===== config.mk =====
export PLATFORM = sky130hd
export DESIGN_NAME = register_file_2r1w
export DESIGN_NICKNAME = d
export VERILOG_FILES = /design/src/rtl/register_file_2r1w_pkg.sv /design/src/rtl/register_file_2r1w_decoder_1to32.sv /design/src/rtl/register_file_2r1w.sv
export SDC_FILE = /design/constraint.sdc
export NUM_CORES = 2
export LEC_CHECK = 0
export CAP_MARGIN = 10
export CORE_MARGIN = 3
export CORE_UTILIZATION = 54
export DETAILED_ROUTE_END_ITERATION = 12
export PLACE_DENSITY = 0.71
export SYNTH_ARGS = -nofsm -noshare
export SYNTH_HDL_FRONTEND = slang
export SYNTH_SLANG_ARGS = --single-unit

===== constraint.sdc =====
create_clock -name clk -period 86.1 [get_ports clk]
set_clock_uncertainty 0.1 [all_clocks]
set_input_delay 12.915 -clock clk [delete_from_list [all_inputs] [get_ports clk]]
set_output_delay 12.915 -clock clk [all_outputs]
set_load 0.1 [all_outputs]

===== src/rtl/register_file_2r1w_pkg.sv =====
// Shared widths and the hardwired-zero index for the register file, decoder and read path.
package register_file_2r1w_pkg;

    localparam int unsigned REG_DATA_W   = 32;
    localparam int unsigned REG_ADDR_W   = 5;
    localparam int unsigned REG_ZERO_IDX = 0;

endpackage


===== src/rtl/register_file_2r1w_decoder_1to32.sv =====
// Write-port address decoder: one-hot enable per register, all zeros when disabled.
module decoder_1to32
    import register_file_2r1w_pkg::*;
#(
    parameter int unsigned ADDR_W = REG_ADDR_W
) (
    input  logic                 enable_i,
    input  logic [ADDR_W-1:0]    addr_i,
    output logic [2**ADDR_W-1:0] onehot_o
);

    always_comb begin
        onehot_o = '0;
        if (enable_i) begin
            onehot_o[addr_i] = 1'b1;
        end
    end

endmodule


===== src/rtl/register_file_2r1w.sv =====
// 2-read / 1-write register file: synchronous write, combinational reads, optional
// hardwired zero register and optional same-cycle write-to-read bypass.
module register_file_2r1w
    import register_file_2r1w_pkg::*;
#(
    parameter int unsigned DATA_W   = REG_DATA_W,
    parameter int unsigned ADDR_W   = REG_ADDR_W,
    parameter int unsigned ZERO_REG = 1,
    parameter int unsigned BYPASS   = 0
) (
    input  logic              clk,
    input  logic              reset,
    input  logic              we,
    input  logic [ADDR_W-1:0] wr_addr,
    input  logic [DATA_W-1:0] wr_data,
    input  logic [ADDR_W-1:0] rd_addr1,
    input  logic [ADDR_W-1:0] rd_addr2,
    output logic [DATA_W-1:0] rd_data1,
    output logic [DATA_W-1:0] rd_data2
);

    localparam int unsigned DEPTH = 2**ADDR_W;
    localparam logic [ADDR_W-1:0] ZERO_ADDR = ADDR_W'(REG_ZERO_IDX);

    logic [DEPTH-1:0]  we_vec;
    logic [DATA_W-1:0] reg_rd [DEPTH];
    logic              hit1;
    logic              hit2;

    decoder_1to32 #(
        .ADDR_W (ADDR_W)
    ) u_dec (
        .enable_i (we),
        .addr_i   (wr_addr),
        .onehot_o (we_vec)
    );

    for (genvar i = 0; i < DEPTH; i++) begin : g_reg
        localparam bit HARDWIRED = (ZERO_REG != 0) && (i == REG_ZERO_IDX);

        logic              en;
        logic [DATA_W-1:0] data_q;
        logic [DATA_W-1:0] data_d;

        // The hardwired slot never loads, so it stays at its reset value and folds to a constant.
        assign en     = we_vec[i] && !HARDWIRED;
        assign data_d = en ? wr_data : data_q;

        always_ff @(posedge clk or posedge reset) begin
            if (reset) begin
                data_q <= '0;
            end else begin
                data_q <= data_d;
            end
        end

        assign reg_rd[i] = data_q;
    end

    // Forwarding is held off during reset so every read is zero while it is asserted.
    assign hit1 = (BYPASS != 0) && we && !reset && (rd_addr1 == wr_addr)
                  && !((ZERO_REG != 0) && (rd_addr1 == ZERO_ADDR));
    assign hit2 = (BYPASS != 0) && we && !reset && (rd_addr2 == wr_addr)
                  && !((ZERO_REG != 0) && (rd_addr2 == ZERO_ADDR));

    always_comb begin
        rd_data1 = reg_rd[rd_addr1];
        rd_data2 = reg_rd[rd_addr2];
        if (hit1) begin
            rd_data1 = wr_data;
        end
        if (hit2) begin
            rd_data2 = wr_data;
        end
    end

endmodule


==> qor.yml <==
place:
  place_area_um2: 54900
  io_buffers: 113
  post-place-ws_ps: 54470
  weighted_congestion_reported_at_the_end_of_routability_driven_placement: 0.807
  dpl.hpwl_um: 93500
logic_synthesis:
  synth_area_per_cell_um2: 14.8
  total_standard_cell_area_after_synthesis_um2: 53400
  yosysSeqAreaShare_pct: 46.5
  synth-xor-area-share_pct: 0
  area_fraction_in_compound_gates_after_synthesis_pct: 6.30
  synthesis.nets: 3648
  synthDistinctLibCells: 31
  yosys-mux-area-fraction_pct: 42.1
  yosysWarnings: 0
  yosys.area_share.adder_pct: 0
  syn_inst: 3598
  synthSimpleGateAreaFrac_pct: 1.34
  flip_flop_and_latch_count_after_synthesis: 992
  main_combinational_cell_family_by_area_after_synthesis: "multiplexers"
setup_path:
  worst_path_max_delay_cell: "sky130_fd_sc_hd__clkdlybuf4s50_1"
  worst-setup-path-type: "in -> out"
  setup.worst_path.start_class: "input pin"
  critPathMostFrequentCell: "sky130_fd_sc_hd__buf_4"
  worst-path-max-fanout: 59
  critical_path_arrival_ps: 18640
  cp_cell_sequence: "buf_8 -> buf_4 -> buf_4 -> buf_4 -> mux4_2 -> mux2i_1 -> and2_1 -> o31ai_1 -> clkdlybuf4s50_1"
  critical-path-max-stage-delay_ps: 1280
  worst_ep_required_time_ps: 73080
  crit_path_end_kind: "primary output"
timing:
  fin_crit_ps: 31660
  maximum_operating_frequency_mhz: 31.6
  final-max-slew-violation-count: 0
  finalCritPeriodShare_pct: 36.8
  fin_tns_setup_ps: 0
  timing.final.setup_violations: 0
  grt_setup_unrepaired: "false"
  slew_headroom_pct: 11.5
  finalHoldViolCount: 0
  final_critical_path_setup_slack_ps: 54440
  worst_slew_pin_slew_ps: 1320
clocking:
  clock_insertion_delay_at_the_later_pin_of_the_skew_report_ps: 690
  cts_hold_buffers: 0
  root_buffer: "sky130_fd_sc_hd__clkbuf_16"
  post_cts_resize_count: 0
  clock_tree.buffer_depth: 3
  postCtsSetupBuffers: 0
  clock_tree.htree_level_count: 3
  numCtsBuffers: 109
  cts.reportedPaths.clkPinSlew_ps: 60
  clkSinkCount: 992
  tritoncts: "built"
finish:
  final_std_cell_area_no_fill_um2: 58800
  top_register: "g.data_q"
  multi_input_area_um2: 26800
  largest_registers: "g.data_q (992)"
  post_route_cells_drive_above_1_share_pct: 48.3
  area.sequential_um2: 24800
  flow.area_growth_from_synthesis_pct: 10.3
  nNetsFinal: 3542
  largest_register_ffs: 992
  fillerInstances: 7258
die:
  std_cell_rows: 114
  initial_core_util_pct: 54.8
  core_area_um2: 97300
  design.portCount: 114
  dieArea_um2: 103000
  die_width_um: 320
  die_height_um: 320
drt:
  vias_per_cell: 7.11
  avgRoutedWirePerCell_um: 34.1
  first_iter_violations: 3446
  drc: 0
  dr.pass1.iters: 5
  antenna_left: 0
  dr_total_vias: 34600
  postRouteWirelength_um: 166000
power_and_ir_drop:
  switching_share_pct: 28.9
  cellInternalPower_mw: 1.04
  combPwrFrac_pct: 22.7
  static-leakage-power_nw: 25.5
  seq_power_share_pct: 42.9
  switchingPower_mw: 0.421
  power-per-cell-area_nw_per_um2: 24.8
  max-vdd-ir-drop_uv: 20.5
  p_clk_share_pct: 34.4
grt:
  grt_overflow: 0
  grt_pass1_vias: 36900
  grt_first_pass_wirelength_um: 245000
  antenna_found_initial: 14
  grt_start_max_net_pins: 181
  groute.usage.overall_pct: 32.5
run_status:
  status: "finished clean"
job:
  drv.max_cap_violation_count: 0
min_path:
  hold_path.class: "reg -> reg"
cells by family after synthesis:
family                 count (synthesis)
flip-flops                           992
buffers and inverters                400
AND/OR/NAND/NOR                      126
AO/OA/AOI/OAI                        448
multiplexers                        1632
power groups by stage:
stage | combinational, mW | clock (mW) | sequential [mW]
floorplan | 0.270 | 0 | 0.610
global placement | 0.319 | 0 | 0.618
global route | 0.351 | 0.525 | 0.636
detailed placement | 0.330 | 0 | 0.631
CTS | 0.331 | 0.505 | 0.623
finish | 0.331 | 0.500 | 0.625
critical path: cells and delay by family:
| family | cells | cell delay, ps |
|---|---|---|
| AOI/OAI and AO/OA | 1 | 730 |
| buffers and inverters | 5 | 4250 |
| muxes | 2 | 460 |
| and+or+nand+nor | 1 | 190 |
through the flow:
step	total power [mW]	hold slack (ps)	util, %	std cells
2_1_floorplan	0.879	371	-	3598
3_3_place_gp	0.937	381	56.5	4657
3_5_place_dp	0.961	400	56.5	4657
4_1_cts	1.46	413	60.5	4861
5_1_grt	1.51	432	60.5	4867
6_report	1.46	409	60.5	4870
final timing paths:
| check | from | to | slack, ps | cells after the start |
|---|---|---|---|---|
| min in group asynchronous | reset | g_reg[24].data_q[30]$_DFFE_PP0P_ | 12740 | 2 |
| max in group asynchronous | reset | g_reg[23].data_q[7]$_DFFE_PP0P_ | 69660 | 5 |
| hold / removal | g_reg[12].data_q[10]$_DFFE_PP0P_ | g_reg[12].data_q[10]$_DFFE_PP0P_ | 410 | 1 |
| setup / recovery | rd_addr2[2] | rd_data2[8] | 54440 | 9 |
| hold reg to reg | g_reg[12].data_q[10]$_DFFE_PP0P_ | g_reg[12].data_q[10]$_DFFE_PP0P_ | 410 | 1 |
| setup reg to reg | g_reg[24].data_q[27]$_DFFE_PP0P_ | g_reg[24].data_q[27]$_DFFE_PP0P_ | 85170 | 1 |
cell type report:
type                            count  share of cell area, %
Antenna cell                        9                 0.0383
Clock buffer                      161                   5.60
Clock inverter                     43                  0.987
Inverter                            3                 0.0319
Multi-Input combinational cell   2206                   45.6
Sequential cell                   992                   42.2
Tap cell                         1276                   2.71
Timing Repair Buffer              180                   2.85
synth_stat cells (all sizes together):
library cell  number  area share, %
a211oi            64           0.90
a22o             192            3.2
and2              66           0.77
and3               1          0.012
and3b              1          0.016
buf              228            2.5
clkbuf           169            1.2
dfrtp            992             47
inv                3          0.021
mux2            1056             22
mux2i            192            3.6
mux4             384             16
nand2             18           0.13
nand2b             2          0.023
nand3              2          0.019
nand3b             4          0.056
nor2              19           0.15
nor2b              6          0.070
nor3               1         0.0094
nor3b              4          0.056
o21ai             64           0.60
o22ai             64           0.75
o31ai             64           0.90
or2                1          0.012
or3b               1          0.016
layout by cell type, fill, tap and decap left out, drive strengths merged:
| cell type | instances |
|---|---|
| dfrtp | 992 |
| nor2 | 19 |
| buf | 77 |
| clkinv | 26 |
| nor2b | 6 |
| nand2b | 2 |
| bufinv | 13 |
| clkinvlp | 4 |
| nor3 | 1 |
| diode | 9 |
| nor3b | 4 |
| o31ai | 64 |
| or3b | 1 |
| nand3 | 2 |
| o22ai | 64 |
| and2 | 66 |
| inv | 3 |
| mux2i | 192 |
| clkbuf | 161 |
| or2 | 1 |
| and3b | 1 |
| and3 | 1 |
| nand3b | 4 |
| o21ai | 64 |
| a211oi | 64 |
| clkdlybuf4s50 | 103 |
| mux4 | 384 |
| mux2 | 1056 |
| nand2 | 18 |
| a22o | 192 |
per-layer routing:
| layer | global-route usage [%] | vias to the layer above | share of wire (%) |
|---|---|---|---|
| met2 | 51.4 | 1795 | 47 |
| met1 | 42.1 | 18600 | 38 |
| met3 | 9.35 | 489 | 10 |
| met5 | 0 | - | 0.031 |
| met4 | 14.7 | 8 | 4.7 |
| li1 | - | 13700 | - |
No activity file was read; power rests on OpenSTA's default activity.
